<file path="src/rtl/l2pa_page_wr_buffer.sv">
// Packs PAGE_SLICES aligned message beats into one page word and writes pages to the
// message memory through a two-entry FIFO with an auto-incrementing page address.
module l2pa_page_wr_buffer #(
  parameter int unsigned SHIFT_LENGTH    = 5,
  parameter int unsigned QUAN_SIZE       = 4,
  parameter int unsigned PAGE_SLICES     = 3,
  parameter int unsigned PAGE_ADDR_WIDTH = 6
) (
  input  logic                                      sys_clk,
  input  logic                                      rstn,
  input  logic [QUAN_SIZE*SHIFT_LENGTH-1:0]         msgIn_i,
  input  logic                                      msgIn_valid_i,
  output logic                                      msgIn_ready_o,
  input  logic                                      layer_start_i,
  input  logic [PAGE_ADDR_WIDTH-1:0]                base_addr_i,
  input  logic [PAGE_ADDR_WIDTH-1:0]                page_num_i,
  output logic                                      mem_wr_en_o,
  input  logic                                      mem_wr_ready_i,
  output logic [PAGE_ADDR_WIDTH-1:0]                mem_wr_addr_o,
  output logic [PAGE_SLICES*QUAN_SIZE*SHIFT_LENGTH-1:0] mem_wr_data_o,
  output logic                                      layer_done_o,
  output logic                                      err_partial_o
);

  localparam int unsigned W  = QUAN_SIZE * SHIFT_LENGTH;
  localparam int unsigned PW = PAGE_SLICES * W;
  localparam int unsigned SW = (PAGE_SLICES > 1) ? $clog2(PAGE_SLICES) : 1;
  localparam logic [SW-1:0] LastSlice = SW'(PAGE_SLICES - 1);

  typedef enum logic {StIdle, StWrite} state_e;

  state_e                     state_q, state_d;
  logic [SW-1:0]              slice_q, slice_d, slice_eff;
  logic [PW-1:0]              asm_q, asm_d;
  logic [PAGE_ADDR_WIDTH-1:0] wr_addr_q, wr_addr_d, addr_eff;
  logic [PAGE_ADDR_WIDTH-1:0] page_num_q, page_num_d;
  logic [PAGE_ADDR_WIDTH:0]   page_cnt_q, page_cnt_d, page_target;
  logic                       counting_q, counting_d;
  logic [PW-1:0]              fifo_data_q [2];
  logic [PAGE_ADDR_WIDTH-1:0] fifo_addr_q [2];
  logic                       wptr_q, rptr_q;
  logic [1:0]                 cnt_q, cnt_d;
  logic                       ready_q, done_q, done_d, err_q, err_d;
  logic                       accept, push, pop;

  always_comb begin
    accept    = msgIn_valid_i && ready_q;
    // A beat arriving with layer_start_i already belongs to the new layer.
    slice_eff = layer_start_i ? '0 : slice_q;
    addr_eff  = layer_start_i ? base_addr_i : wr_addr_q;
    push      = accept && (slice_eff == LastSlice);
    pop       = (state_q == StWrite) && mem_wr_ready_i;

    asm_d = asm_q;
    if (accept) begin
      for (int i = 0; i < PAGE_SLICES; i++) begin
        if (slice_eff == SW'(i)) asm_d[i*W +: W] = msgIn_i;
      end
    end

    slice_d = slice_eff;
    if (accept) slice_d = push ? '0 : slice_eff + 1'b1;
    wr_addr_d = push ? addr_eff + 1'b1 : addr_eff;

    cnt_d = cnt_q;
    if (push && !pop) cnt_d = cnt_q + 2'd1;
    else if (!push && pop) cnt_d = cnt_q - 2'd1;
    state_d = (cnt_d != 2'd0) ? StWrite : StIdle;

    page_target = (page_num_q == '0) ? {1'b1, {PAGE_ADDR_WIDTH{1'b0}}} : {1'b0, page_num_q};
    page_cnt_d  = page_cnt_q;
    counting_d  = counting_q;
    page_num_d  = page_num_q;
    done_d      = 1'b0;
    err_d       = err_q;
    if (pop && counting_q) begin
      if (page_cnt_q + 1'b1 == page_target) begin
        done_d     = 1'b1;
        page_cnt_d = '0;
        counting_d = 1'b0;
      end else begin
        page_cnt_d = page_cnt_q + 1'b1;
      end
    end
    if (layer_start_i) begin
      page_num_d = page_num_i;
      page_cnt_d = '0;
      counting_d = 1'b1;
      if (slice_q != '0) err_d = 1'b1;
    end
  end

  always_ff @(posedge sys_clk or negedge rstn) begin
    if (!rstn) begin
      state_q     <= StIdle;
      slice_q     <= '0;
      asm_q       <= '0;
      wr_addr_q   <= '0;
      page_num_q  <= '0;
      page_cnt_q  <= '0;
      counting_q  <= 1'b0;
      fifo_data_q <= '{default: '0};
      fifo_addr_q <= '{default: '0};
      wptr_q      <= 1'b0;
      rptr_q      <= 1'b0;
      cnt_q       <= 2'd0;
      ready_q     <= 1'b0;
      done_q      <= 1'b0;
      err_q       <= 1'b0;
    end else begin
      state_q    <= state_d;
      slice_q    <= slice_d;
      asm_q      <= asm_d;
      wr_addr_q  <= wr_addr_d;
      page_num_q <= page_num_d;
      page_cnt_q <= page_cnt_d;
      counting_q <= counting_d;
      cnt_q      <= cnt_d;
      ready_q    <= (cnt_d != 2'd2);
      done_q     <= done_d;
      err_q      <= err_d;
      if (push) begin
        fifo_data_q[wptr_q] <= asm_d;
        fifo_addr_q[wptr_q] <= addr_eff;
        wptr_q              <= ~wptr_q;
      end
      if (pop) rptr_q <= ~rptr_q;
    end
  end

  assign msgIn_ready_o = ready_q;
  assign mem_wr_en_o   = (state_q == StWrite);
  assign mem_wr_addr_o = fifo_addr_q[rptr_q];
  assign mem_wr_data_o = fifo_data_q[rptr_q];
  assign layer_done_o  = done_q;
  assign err_partial_o = err_q;

endmodule

</file>
<file path="config.mk">
export PLATFORM = sky130hd
export DESIGN_NAME = l2pa_page_wr_buffer
export DESIGN_NICKNAME = d
export VERILOG_FILES = /design/src/rtl/l2pa_page_wr_buffer.sv
export SDC_FILE = /design/constraint.sdc
export NUM_CORES = 1
export LEC_CHECK = 0
export ABC_AREA = 1
export CORE_ASPECT_RATIO = 1.75
export CORE_MARGIN = 8
export CORE_UTILIZATION = 35
export CTS_BUF_LIST = sky130_fd_sc_hd__clkbuf_4 sky130_fd_sc_hd__clkbuf_8
export DETAILED_ROUTE_END_ITERATION = 7
export PLACE_DENSITY = 0.65
export SLEW_MARGIN = 0
export SYNTH_ARGS = -nofsm -noshare
export SYNTH_HDL_FRONTEND = slang
export SYNTH_SLANG_ARGS = --single-unit
</file>
<file path="constraint.sdc">
create_clock -name sys_clk -period 1.7 [get_ports sys_clk]
set_input_delay 0.255 -clock sys_clk [delete_from_list [all_inputs] [get_ports sys_clk]]
set_output_delay 0.255 -clock sys_clk [all_outputs]
set_load 0.005 [all_outputs]
</file>
======== After elaboration in Yosys (flattened, before gate mapping) ========
Index checks and enable logic that the tools add are counted.
word-level totals
  flip-flop bits (word level) ............. 222
  input bits .............................. 37
  logic and storage cells ................. 83
operators by class
  $add $sub $neg .......................... 5
  $lt $le $gt $ge ......................... 3
  equal/unequal tests ..................... 4
  multiplexer cells ....................... 33
  bitwise operators ....................... 4
  reductions and logical operators ........ 17
operators with widths
  kind                   number
  $mux W60               5
  $bwmux W120            1
  $demux W60 S1          1
  $mux W20               3
  $mux W6                6
  $mux W7                4
  $bwmux W12             1
  $mux W2                5
  $reduce_bool A2 Y1     4
  $add A7 B1 Y7 const B  1
  $eq A7 B7 Y1           1
  $logic_and A1 B1 Y1    7
  $add A6 B1 Y6 const B  1
  $demux W6 S1           1
  $logic_not A6 Y1       1
  $mux W1                6
  $add A2 B1 Y2 const B  2
  $ge A2 B2 Y1 const B   2
  $not A1 Y2             2
  $reduce_and A2 Y1      2
  $eq A2 B1 Y1 const B   1
  $eq A2 B2 Y1 const B   1
  $logic_not A1 Y1       2
  $logic_not A2 Y1       1
  other kinds (4)        5

======== Logic depth before layout (Yosys ltp) ========
Gate-level depths: netlist of the first run.
  word-level depth ........................ 9
  mapped depth ............................ 11
  mapped depth without buffers ............ 11

======== Worst setup path after synthesis of the first run ========
Ideal clock, no wire load.
  kind .................................... flip-flop to flip-flop
  start point ............................. register page_cnt_q[0]
  end point ............................... register page_cnt_q[0]
  library setup time ...................... 0.118 ns
  arrival ................................. 1.426 ns
  path slack .............................. 0.156 ns
  stages on the path, launching flop included .. 10
  buffers on the path ..................... 0
  clock period less this slack ............ 1.544 ns
  cells stage by stage .................... dfrtp_1 ha_1 xnor2_1 nand2_1 nor2_1 nand3_1 nor2_1 nand2_2 nand3_1 nand2_1
between the ends
  longest elaborated chain between the ends .. 5
RTL lines
  element                   line    text
  start: declaration        37      logic [PAGE_ADDR_WIDTH:0] page_cnt_q, page_cnt_d, page_target;
  start signal: assignment  116     page_cnt_q <= page_cnt_d;
  $add A7 B1 Y7 (*)         77, 82
  $eq A7 B7 Y1              77      if (page_cnt_q + 1'b1 == page_target) begin
  $mux W7 (*)               77
  $mux W7 (*)               76      if (pop && counting_q) begin
  $mux W7 (*)               85      if (layer_start_i) begin
Mark *: on every way between the ends. The rest lies on a longest branch, timed or not. The select of a mux whose other input is x is not followed.
A chain may end at the register's enable or synchronous reset.

======== Worst setup path after layout of the first run ========
  start point ............................. register rptr_q
  end point ............................... output mem_wr_data_o[30]
between the ends
  longest elaborated chain between the ends .. 4
RTL lines
  element                                      line  text
  start: declaration                           41    logic wptr_q, rptr_q;
  start signal: assignment                     127   if (pop) rptr_q <= ~rptr_q;
  $not A1 Y2 (implied by the code)             134   assign mem_wr_data_o = fifo_data_q[rptr_q];
  $mux W60 (implied by the code) (3 in a row)  134
  end: declaration                             20    output logic [PAGE_SLICES*QUAN_SIZE*SHIFT_LENGTH-1:0] mem_wr_data_o,
Every way passes these cells. The select of a mux whose other input is x is not followed.

==> out/metrics.cfg, run 1 <==
[global_routing]
grt_pass1_wl_um = 38600
antenna_found_initial = 1
grt_pass1_vias = 7459
gr-total-overflow = 0
grt_max_degree = 59
grt.total_usage = 0.158

[hold_path]
min_path_type = primary input to asynchronous set/reset pin

[clocking]
clock-sinks = 202
tritoncts = built
cts-htree-levels = 1
clk_latency_ns = 0.59
path_clk_slew_ns = 0.07
cts_buffers = 31
cts_buffer_depth = 3
cts_root_buf = clkbuf_8

[logic_synthesis]
synth-seq-cells = 202
ys_types = 32
netlist.area_leader.share = 0.570
synthTopCellsByArea = dfrtp_1 (57%), nand2_1 (18%), o21ai_0 (5.7%)
avgSynthCellArea_um2 = 8.49
yosysMostFrequentCell = nand2_1
synth_area_mm2 = 0.00887
syn_nets = 1084
synth_edf_count = 0
synth.largest_area_cell = dfrtp_1
synthTopCellsByCount = nand2_1 (437), dfrtp_1 (202), o21ai_0 (101)
synth_seq_area_share = 0.570
synth-warning-count = 0
async_reset_ff_frac = 1.00
synthCells = 1045
synth_ff_type = dfrtp_1

[power_and_ir_drop]
cellLeakagePower_nw = 6.11
switchingPower_mw = 7.34
internal_power_mw = 13.1
comb_power_share = 0.431
peakVddDrop_v = 0.000592
clock_power_share = 0.212
power.density_mw_per_mm2 = 1670
pwr-share-seq = 0.357
swShare = 0.360

[critical_path]
reg2reg_depth = 9
crit_slowest_cell = dfrtp_4
cp.required_ns = 1.44
r2r_slack_ns = 0.07
cp_cell_sequence = buf_6 -> buf_6 -> clkbuf_16 -> nand2_2 -> o21ai_4 -> buf_4
worstPathArrival_ns = 1.83
critPathLaunchType = register
critPathTopFamily = buffers and inverters
cpMostUsedCell = buf_6
endpoint_kind = output pin
worstPathBufferInverterCount = 4
r2r-start = page_cnt_q[0]$_DFFE_PN0P_
max_stage_delay_ns = 0.52
r2r-end = page_cnt_q[1]$_DFFE_PN0P_
critPathKind = register to output pin
path_max_fanout = 6

[sta]
fin_skew_ns = 0.0192
grt_setup_unrepaired = true
worstMarginPinSlew_ns = 0.413
max_slew_margin = 0.725
hold_viol_final = 0
setup_viol = 66
finalCritPeriodShare = 1.23
drv_slew = 0
period_minus_slack_ns = 2.09
max_freq_mhz = 479
timing.final.ws_setup_ns = -0.388

[flow_run]
cap_violations = 0

[die]
dieArea_mm2 = 0.0309
start_util = 0.353
die_y_um = 227
rows = 77
coreArea_mm2 = 0.0251
ios = 107
chipWidth_um = 136

[routing]
drtPass1Iterations = 4
drtAntennaViolNets = 0
wl_per_cell_um = 16.9
via_per_inst = 4.83
num_vias = 7496
drt_wl_total_um = 26200
drt_iter0_markers = 472
drcViolationCount = 0

[final_layout]
finish.utilization = 0.485
layout-drive-gt1-share = 0.315
fin_nets = 1254
area_growth_pct = 37.5

[placement]
dp_hpwl_um = 17000
port_buffers = 106
post-place-ws_ns = -0.325
gp_congestion = 0.859

[run_status]
status = finished, violations left
violations = setup timing

registers in the layout, summed over array words and instances (netlist names), 2 cells and up:
signal and count:
fifo_data_q 120, asm_q 40, fifo_addr_q 12, page_cnt_q 7, page_num_q 6, wr_addr_q 6, cnt_q 2, slice_q 2
power by group through the flow:
| stage | clock [mW] | sequential [mW] | combinational [mW] |
|---|---|---|---|
| global route | 4.61 | 7.46 | 9.60 |
| finish | 4.32 | 7.29 | 8.79 |
| detailed placement | 0 | 7.28 | 7.09 |
| CTS | 4.41 | 7.20 | 7.18 |
| floorplan | 0 | 7.08 | 3.37 |
| global placement | 0 | 7.22 | 6.98 |
metal layers:
metal | vias up | part of all wire | GRT usage
met5 | - | 0 | 0
met1 | 3677 | 0.38 | 0.174
met2 | 164 | 0.54 | 0.288
met4 | 0 | 0.034 | 0.0719
met3 | 50 | 0.045 | 0.0282
li1 | 3605 | - | -
kinds of logic (layout without fill, tap and decap cells):
| group | count (synthesis) | in the layout | synth area share |
|---|---|---|---|
| AND/OR/NAND/NOR | 488 | 488 | 0.220 |
| multiplexers | 1 | 1 | 0.00113 |
| flip-flops | 202 | 202 | 0.570 |
| AO/OA/AOI/OAI | 191 | 191 | 0.126 |
| XOR/XNOR | 9 | 9 | 0.0106 |
| other | 0 | 1 | 0 |
| adder cells (fa/ha/maj) | 2 | 2 | 0.00282 |
| buffers and inverters | 152 | 343 | 0.0699 |
area by class of cell:
| cell class | instances | area, µm² |
|---|---|---|
| clock buffers | 46 | 596 |
| multi-input cells | 691 | 3790 |
| flip-flops and latches | 202 | 5060 |
| repair buffers | 190 | 1910 |
| inverters | 99 | 379 |
| fillers | 2293 | 12900 |
| well taps | 316 | 395 |
| clock inverters | 8 | 72.6 |
| diodes | 1 | 2.50 |
stage by stage:
| step | power [mW] | TNS (ns) | std cells | area, µm² | hold slack (ns) |
|---|---|---|---|---|---|
| 2_1_floorplan | 10.4 | 0 | 1045 | 8870 | -0.0406 |
| 5_1_grt | 21.7 | -25.13 | 1553 | 12200 | 0.192 |
| 3_5_place_dp | 14.4 | -44.21 | 1480 | 10800 | 0.224 |
| 4_1_cts | 18.8 | -32.52 | 1536 | 11500 | 0.160 |
| 6_report | 20.4 | -20.78 | 1553 | 12200 | 0.168 |
| 3_3_place_gp | 14.2 | -40.65 | 1480 | 10800 | 0.222 |
placed cells by master, fill, tap and decap left out, drive strengths merged:
cell and n:
buf 122, xnor2 5, a21oi 3, or2 3, diode 1, o21ai 185
inv 99, clkbuf 74, ha 2, nor2 19, dfrtp 202, clkinvlp 3
bufinv 1, dlygate4sd2 3, nand3 24, xor2 4, dlygate4sd3 1, nand2 440
a31oi 1, clkdlybuf4s50 36, mux2i 1, nor3 2, o21bai 2, clkinv 4
worst max-delay path by stage:
stage	slack [ns]	end	from	cells past startpoint
finish	-0.39	mem_wr_data_o[30]	rptr_q$_DFFE_PN0P_	6
detailed placement	-0.32	mem_wr_addr_o[0]	rptr_q$_DFFE_PN0P_	4
floorplan	0.16	page_cnt_q[0]$_DFFE_PN0P_	page_cnt_q[0]$_DFFE_PN0P_	9
global route	-0.45	mem_wr_data_o[30]	rptr_q$_DFFE_PN0P_	6
global placement	-0.34	mem_wr_addr_o[0]	rptr_q$_DFFE_PN0P_	4
CTS	-0.75	mem_wr_addr_o[0]	rptr_q$_DFFE_PN0P_	5
timing repair:
item,4_1_cts,5_1_grt
buffers inserted,1,15
gates resized for setup,160,282
endpoints found under the setup margin,77,75
hold buffers,1,0
pin swaps,4,44
hold endpoints to repair,125,0
gates cloned,0,12
Note: power is estimated with default switching activity, not from simulation.
==> run 2, diff against run 1 <==
==> constraint.sdc (replaced) <==
create_clock -name sys_clk -period 1.7 [get_ports sys_clk]
set_input_delay 0.34 -clock sys_clk [delete_from_list [all_inputs] [get_ports sys_clk]]
set_output_delay 0.34 -clock sys_clk [all_outputs]
set_load 0.005 [all_outputs]
==> run 2 against run 1 <==
Net effect: the flow still finishes with violations (setup timing); non-clock buffer count up 16; critical path type unchanged; fmax down 5.5%; clock power about the same; sequential power about the same; critical endpoint is now mem_wr_data_o[2]; clock skew down 0.0087 ns; cell count up 0.84%; combinational power up 7.1%; register-to-register slack worse by 0.02 ns.
==> out/metrics.cfg, run 2 (same netlist as run 1, synthesis figures left out) <==
[sta]
setup_viol = 66  ; unchanged
max_slew_margin = 0.711  ; -0.0135
finalCritPeriodShare = 1.30  ; +0.0718
grt_setup_unrepaired = true
period_minus_slack_ns = 2.21  ; +0.122 ns
max_freq_mhz = 452  ; -5.5%
hold_viol_final = 0  ; unchanged
worstMarginPinSlew_ns = 0.433  ; +0.0202 ns
drv_slew = 0  ; unchanged
fin_skew_ns = 0.0106  ; -0.00867 ns
timing.final.ws_setup_ns = -0.510  ; -0.122 ns
fin_setup_tns_ns = -27.07  ; -6.29 ns

[critical_path]
r2r-start = page_cnt_q[0]$_DFFE_PN0P_
crit_slowest_cell = dfrtp_4
worstPathBufferInverterCount = 5  ; +1
cp.required_ns = 1.36  ; -0.08 ns
path_max_fanout = 7  ; +1
critPathLaunchType = register
critPathKind = register to output pin
endpoint_kind = output pin
critPathTopFamily = buffers and inverters
cp_cell_sequence = buf_12 -> buf_12 -> buf_12 -> buf_12 -> nand2_2 -> o21ai_1 -> buf_2
cpMostUsedCell = buf_12
worstPathArrival_ns = 1.87  ; +0.04 ns
critPathLaunch = rptr_q$_DFFE_PN0P_
max_stage_delay_ns = 0.51  ; about the same

[routing]
via_per_inst = 4.77  ; -1.1%
wl_per_cell_um = 16.5  ; -2.2%
drcViolationCount = 0  ; unchanged
drt_iter0_markers = 365  ; -23%
drt_wl_total_um = 25900  ; -1.4%
drtPass1Iterations = 4  ; unchanged
drtAntennaViolNets = 0  ; unchanged
num_vias = 7473  ; -0.31%

[placement]
post-place-ws_ns = -0.447  ; -0.122 ns
port_buffers = 106  ; unchanged
gp_congestion = 0.855  ; -0.42%
dp_hpwl_um = 17000  ; about the same

[final_layout]
area_growth_pct = 40.5
top_register = fifo_data_q
reg_top3 = fifo_data_q: 120 flops, asm_q: 40 flops, fifo_addr_q: 12 flops
n_fill_cell = 2272  ; -0.92%
fin_nets = 1269  ; +1.2%
largest_register_ff_count = 120  ; unchanged
layout-drive-gt1-share = 0.325  ; +0.0103
final_cell_mix = nand2_1 (364), dfrtp_1 (201), inv_1 (91)
layout_commonest_cell = nand2_1

[clocking]
path_clk_slew_ns = 0.07  ; about the same
tritoncts = built
cts_buffers = 30  ; -3.2%
clk_latency_ns = 0.57  ; -0.02 ns
cts_buffer_depth = 3  ; unchanged
cts-htree-levels = 1  ; unchanged
clock-sinks = 202  ; unchanged
cts_root_buf = clkbuf_8

[die]
start_util = 0.353  ; unchanged
die_y_um = 227  ; unchanged
coreArea_mm2 = 0.0251  ; unchanged
chipWidth_um = 136  ; unchanged
rows = 77  ; unchanged
ios = 107  ; unchanged
dieArea_mm2 = 0.0309  ; unchanged

[power_and_ir_drop]
peakVddDrop_v = 0.000619  ; +4.6%
pwr-share-seq = 0.348  ; -0.009
switchingPower_mw = 7.40  ; +0.81%
power.density_mw_per_mm2 = 1690  ; +0.92%
clock_power_share = 0.204  ; -0.008
internal_power_mw = 13.6  ; +4.3%
power_mw = 21.0  ; +3.1%
comb_power_share = 0.448  ; +0.017
cellLeakagePower_nw = 6.28  ; +2.8%
swShare = 0.352  ; -0.00788

[run_status]
status = finished, violations left
violations = setup timing

[hold_path]
min_path_type = primary input to asynchronous set/reset pin

[global_routing]
gr-total-overflow = 0  ; unchanged
antenna_found_initial = 1  ; unchanged
grt_pass1_vias = 7542  ; +1.1%
grt_pass1_wl_um = 40500  ; +5.0%
grt.total_usage = 0.168  ; +0.0101
grt_max_degree = 67  ; +14%

[flow_run]
cap_violations = 0  ; unchanged

==> run 2: cell count changes in the layout (fill, tap and decap cells not counted), sizes merged <==
| cell | change |
|---|---|
| buf | +41 |
| clkbuf | -26 |
| bufbuf | +2 |
| dlygate4sd2 | +1 |
| clkdlybuf4s50 | -1 |
| clkinvlp | -2 |
| clkinv | -2 |
==> run 2: cell type report <==
| type | instances | area (µm²) | area share |
|---|---|---|---|
| tap | 316 | 395 | 0.0317 |
| timing repair buffer | 206 | 2140 | 0.172 |
| multi-input combinational | 691 | 3820 | 0.307 |
| clock buffer | 47 | 609 | 0.0489 |
| inverter | 99 | 379 | 0.0304 |
| sequential | 202 | 5060 | 0.406 |
| clock inverter | 4 | 47.5 | 0.00382 |
| antenna | 1 | 2.50 | 0.000201 |
==> run 2: final timing paths <==
check,endpoint,slack [ns],cells past startpoint
setup reg to reg,page_cnt_q[1]$_DFFE_PN0P_,0.05,8
setup / recovery,mem_wr_data_o[2],-0.51,7
min in group sys_clk,page_num_q[2]$_DFFE_PN0P_,0.33,3
hold / removal,fifo_data_q[42]$_DFFE_PN0P_,0.21,2
max in group asynchronous,fifo_data_q[95]$_DFFE_PN0P_,0.85,3
hold reg to reg,err_partial_o$_DFFE_PN0P_,0.47,1
==> run 2: layer usage <==
| layer | global-route usage | part of all wire | routed length, µm |
|---|---|---|---|
| met5 | 0 | 0 | 0 |
| met4 | 0.0883 | 0.045 | 1180 |
| met3 | 0.0253 | 0.041 | 1060 |
| met2 | 0.307 | 0.54 | 14100 |
| met1 | 0.182 | 0.37 | 9580 |
==> run 2: power by group through the flow <==
stage / Clock, mW / Combinational (mW) / Sequential (mW)
final: 4.29 / 9.41 / 7.32
after detailed placement: 0 / 7.14 / 7.29
after CTS: 4.39 / 9.02 / 7.25
after global routing: 4.58 / 10.2 / 7.49
after floorplan: 0 / 3.37 / 7.08
after global placement: 0 / 7.04 / 7.23
==> run 2: worst reg2reg max path: stages, from the launching register on <==
cell      delay (ns)
dfrtp_1         0.40
ha_4            0.17
nand3_1         0.11
o21bai_1        0.30
a21oi_2         0.13
nor2_4          0.20
nand2_4         0.11
nand3_1         0.08
nand2_1         0.05
==> run 2: repair_timing <==
action,4_1_cts,5_1_grt
hold buffers,1,0
pin swaps,42,28
endpoints found under the setup margin,78,74
resized for setup,468,65
buffers inserted,31,8
cloned,9,0
endpoints found under the hold margin,197,0
==> run 2: stage by stage <==
stage           util  instance area (µm²)  hold slack (ns)  instances
6_report       0.496                12500            0.210       1566
5_1_grt        0.496                12500            0.212       1566
4_1_cts        0.483                12200            0.175       1562
3_5_place_dp   0.429                10800            0.240       1478
3_3_place_gp   0.429                10800            0.238       1478
2_1_floorplan      -                 8870           0.0444       1045
